### config.mk
export PLATFORM = sky130hd
export DESIGN_NAME = frank_alu
export DESIGN_NICKNAME = d
export VERILOG_FILES = /design/src/rtl/frank_alu.sv
export SDC_FILE = /design/constraint.sdc
export NUM_CORES = 1
export LEC_CHECK = 0
export ABC_AREA = 0
export CAP_MARGIN = 20
export CELL_PAD_IN_SITES_DETAIL_PLACEMENT = 0
export CELL_PAD_IN_SITES_GLOBAL_PLACEMENT = 1
export CORE_UTILIZATION = 38
export DETAILED_ROUTE_END_ITERATION = 6
export PLACE_DENSITY = 0.9
export SYNTH_ARGS = -nofsm -noshare
export SYNTH_HDL_FRONTEND = slang
export SYNTH_SLANG_ARGS = --single-unit
### constraint.sdc
create_clock -name clk -period 0.8 [get_ports clk]
set_input_delay 0.16 -clock clk [delete_from_list [all_inputs] [get_ports clk]]
set_output_delay 0.16 -clock clk [all_outputs]
set_load 0.05 [all_outputs]
### src/rtl/frank_alu.sv
// frank_alu: 8-bit accumulator-style ALU for the FRANK6000 datapath.
// Combines WREG with operand p under a 4-bit opcode; the result and the
// Z/N/C status flags are computed combinationally and registered once.
module frank_alu (
  input  logic       clk,
  input  logic       rst,
  input  logic [3:0] opcode,
  input  logic [7:0] WREG,
  input  logic [7:0] p,
  output logic [7:0] res,
  output logic [2:0] status
);

  typedef enum logic [3:0] {
    OP_ZEROW = 4'd0,
    OP_BNOTW = 4'd1,
    OP_NEGTW = 4'd2,
    OP_INCRW = 4'd3,
    OP_DECRW = 4'd4,
    OP_ANDWP = 4'd5,
    OP_IORWP = 4'd6,
    OP_XORWP = 4'd7,
    OP_ADDWP = 4'd8,
    OP_SUBWP = 4'd9,
    OP_CMPWP = 4'd10,
    OP_SHFLW = 4'd11,
    OP_SHFRW = 4'd12
  } op_t;

  op_t        op;
  logic [8:0] sum_wide;
  logic [8:0] diff_wide;
  logic       shift_too_far;
  logic [7:0] result_next;
  logic       carry_next;
  logic [2:0] status_next;

  assign op            = op_t'(opcode);
  assign sum_wide      = {1'b0, WREG} + {1'b0, p};
  assign diff_wide     = {1'b0, WREG} - {1'b0, p};
  assign shift_too_far = (p >= 8'd8);

  // Select the result for the current opcode; only ADD/SUB produce a carry.
  always_comb begin
    result_next = 8'h00;
    carry_next  = 1'b0;
    case (op)
      OP_ZEROW: result_next = 8'h00;
      OP_BNOTW: result_next = ~WREG;
      OP_NEGTW: result_next = 8'h00 - WREG;
      OP_INCRW: result_next = WREG + 8'h01;
      OP_DECRW: result_next = WREG - 8'h01;
      OP_ANDWP: result_next = WREG & p;
      OP_IORWP: result_next = WREG | p;
      OP_XORWP: result_next = WREG ^ p;
      OP_ADDWP: begin
        result_next = sum_wide[7:0];
        carry_next  = sum_wide[8];
      end
      OP_SUBWP: begin
        result_next = diff_wide[7:0];
        carry_next  = diff_wide[8];
      end
      OP_CMPWP: begin
        if ($signed(WREG) > $signed(p)) begin
          result_next = 8'h01;
        end else if ($signed(WREG) < $signed(p)) begin
          result_next = 8'hFF;
        end else begin
          result_next = 8'h00;
        end
      end
      OP_SHFLW: result_next = shift_too_far ? 8'h00 : (WREG << p[2:0]);
      OP_SHFRW: result_next = shift_too_far ? 8'h00 : (WREG >> p[2:0]);
      default:  result_next = 8'h00;
    endcase
  end

  // Pack the flags: [0] zero, [1] negative, [2] carry/borrow.
  always_comb begin
    status_next    = 3'b000;
    status_next[0] = (result_next == 8'h00);
    status_next[1] = result_next[7];
    status_next[2] = carry_next;
  end

  // Output register; reset clears immediately and drops any pending result.
  always_ff @(posedge clk or posedge rst) begin
    if (rst) begin
      res    <= 8'h00;
      status <= 3'b000;
    end else begin
      res    <= result_next;
      status <= status_next;
    end
  end

endmodule

==> impl_metrics.ini <==
[outcome]
status = complete, but fails checks
violations = design-rule violations, negative setup slack

[routing]
firstDrtPassIters = 7
drc = 1
num_vias = 3594
drt_iter0_drc = 381
vias_per_cell = 6.38
wl_per_cell_um = 20.3
ant_nets = 0
routed_wl_um = 11400

[clock_network]
cts_root_buf = clkbuf_8
clkSinkCount = 10
clk_pin_slew_ps = 50
h-tree-depth = 1
cts_buffer_depth = 2
cts_hold_buffers = 0
cts_made_buffers = 3
tritoncts = done

[worst_setup_path]
worstSetupPathType = input port to flop
cp.arrival_ps = 3190
cp_max_fo = 2
cp-start-kind = input port
critPathCaptureType = flop
cp.required_ps = 930

[placement]
placed_area_um2 = 4000
hpwl_um = 7800
gp_congestion = 0.962
portBuffers = 32
place_inst = 540

[grt]
grtUsageTotal_pct = 30.9
grt_max_degree = 35
grt_pass1_wl_um = 17600
grt-ovfl-total = 0
grt_pass1_vias = 3490
antenna_found_initial = 0

[sta]
fin_ws_ps = -2260
slew_headroom_pct = 60.1
hold_viol = 0
setup_viol = 21
maxSlewViolCount = 0
max_freq_mhz = 327
worstMarginPinSlew_ps = 598
rsz0062_at_grt = true
timing.hold.ws_ps = 206
period_share_pct = 382
finalCriticalPeriod_ps = 3060

[logic_synthesis]
synth_edf_count = 0
ys_ff_latch = 10
synth_ff_type = dfrtp_1
synth.top_cells.by_count = ha_1 (27), inv_1 (24), nand2_1 (24)
synthMostInstantiatedCell = ha_1
postSynthCellCount = 347
yosys_warnings = 0
yosysTopAreaCell = ha_1
syn_nets = 398
synth_area_leaders = ha_1 (13%), dfrtp_1 (9.7%), xnor2_1 (4.4%)
seq_area_frac_synth_pct = 9.66
avgSynthCellArea_um2 = 7.47
synth_top_area_share_pct = 13.0
synthesis.area_um2 = 2590
async_reset_ff_share_pct = 100
synth_cell_types = 68

[cells_and_area]
stdcell_count = 563
stdcell_area_um2 = 4560
syn2layout_area_growth_pct = 76.1
nFillCells = 464
area.sequential_um2 = 251
drive_gt1_share_pct = 50.8
multi_input_area_um2 = 2620
finalNetCount = 538
antenna_cells = 0
finish.utilization_pct = 70.6

[power_and_ir_drop]
peakVddDrop_mv = 0.734
p_seq_share_pct = 15.0
clock_power_share_pct = 12.9
p_per_area_nw_per_um2 = 933
sw_frac_of_total_pct = 43.1
design_power_total_w = 0.00426
combPwrFrac_pct = 72.2
p_sw_w = 0.00183
power_leakage_nw = 2.00
intPower_w = 0.00242

[floorplan]
start_util_pct = 40.1
ios = 33
die_w_um = 84.6
die_area_um2 = 7150
chipHeight_um = 84.6
rows = 29
core_area_um2 = 6460

[job]
maxCapViolCount = 0

[worst_hold_path]
min_path_type = input port to asynchronous set/reset pin
## through the flow
step	setup TNS [ps]	setup WS, ps
after CTS	-16300	-2360
after detailed placement	-21580	-2820
after global routing	-16990	-2330
after global placement	-20820	-2680
final	-16100	-2260
after floorplan	-13700	-2470
## kinds of logic after synthesis
kind of cell / count (synthesis) / synth area share (%)
muxes: 17 / 8.45
DFF: 10 / 9.66
AOI/OAI and AO/OA: 109 / 29.8
and+or+nand+nor: 118 / 25.4
adders and majority gates: 29 / 14.6
xor gates and xnor gates: 13 / 4.39
buffers and inverters: 51 / 7.63
## worst max-delay path, stage by stage
cell and delay [ps]:
buf_8 100, nor4b_4 340, xnor2_1 140, ha_2 210
or4_4 430, mux2_4 290, a22oi_2 210, a21oi_2 90
or4_4 530, or4b_4 540, nor4_4 170
## cell type report
cell class                 count  share of cell area, %
tap                           77                   2.11
multi-input combinational    286                   57.4
clock buffer                   4                  0.987
sequential                    10                   5.51
timing repair buffer         162                   31.6
inverter                      24                   2.47
## power by group through the flow
stage / logic, W / registers [W] / clock network [W]
after floorplan: 0.00124 / 0.000837 / 0
after global placement: 0.00253 / 0.000642 / 0
after detailed placement: 0.00259 / 0.000648 / 0
after CTS: 0.00287 / 0.000640 / 0.000542
after global routing: 0.00323 / 0.000647 / 0.000572
final: 0.00307 / 0.000637 / 0.000547
## state kept, by name, indices dropped and copies added, names as in the netlist
register	count
res	7
status	3
## cells in the final DEF (no fill, tap or decap), types with 8 or more instances in the layout
cell type  netlist  final
dfrtp_1         10      9
nand3_1         11     10
nand2b_1        11     10
inv_2            0     10
nor2_1          19     18
o21ai_0         16     13
inv_1           24     10
nand2_1         24     23
xnor2_1         13     13
nor3_1          13     10
buf_12           0     12
buf_6            0     19
buf_4            1    113
ha_4             0      8
mux2i_1          8      8
a21oi_1         19     14
ha_1            27     15
## repair_timing
| action | 4_1_cts | 5_1_grt |
|---|---|---|
| buffers inserted | 16 | 10 |
| setup endpoints to repair | 21 | 21 |
| pin swaps | 20 | 29 |
| endpoints found under the hold margin | 0 | 0 |
| resized for setup | 123 | 40 |
## routing by layer
layer  routed length (µm)  part of all wire [%]  track usage [%]  up-vias
met5                    0                     0                0        -
met4                  588                   5.1             11.7        0
met3                 1060                   9.2             4.23       67
met2                 5510                    48             55.1      256
met1                 4270                    37             37.8     1682
li1                     -                     -                -     1589
## path summary, 6_finish.rpt
check | from | to | slack (ps) | cells past startpoint
max | opcode[0] | status[0]$_DFF_PP0_ | -2260 | 11
min | rst | res[5]$_DFF_PP0_ | 210 | 2
max in group asynchronous | rst | status[1]$_DFF_PP0_ | 290 | 2
min in group clk | p[7] | status[2]$_DFF_PP0_ | 650 | 6
Note: power is estimated with default switching activity, not from simulation.
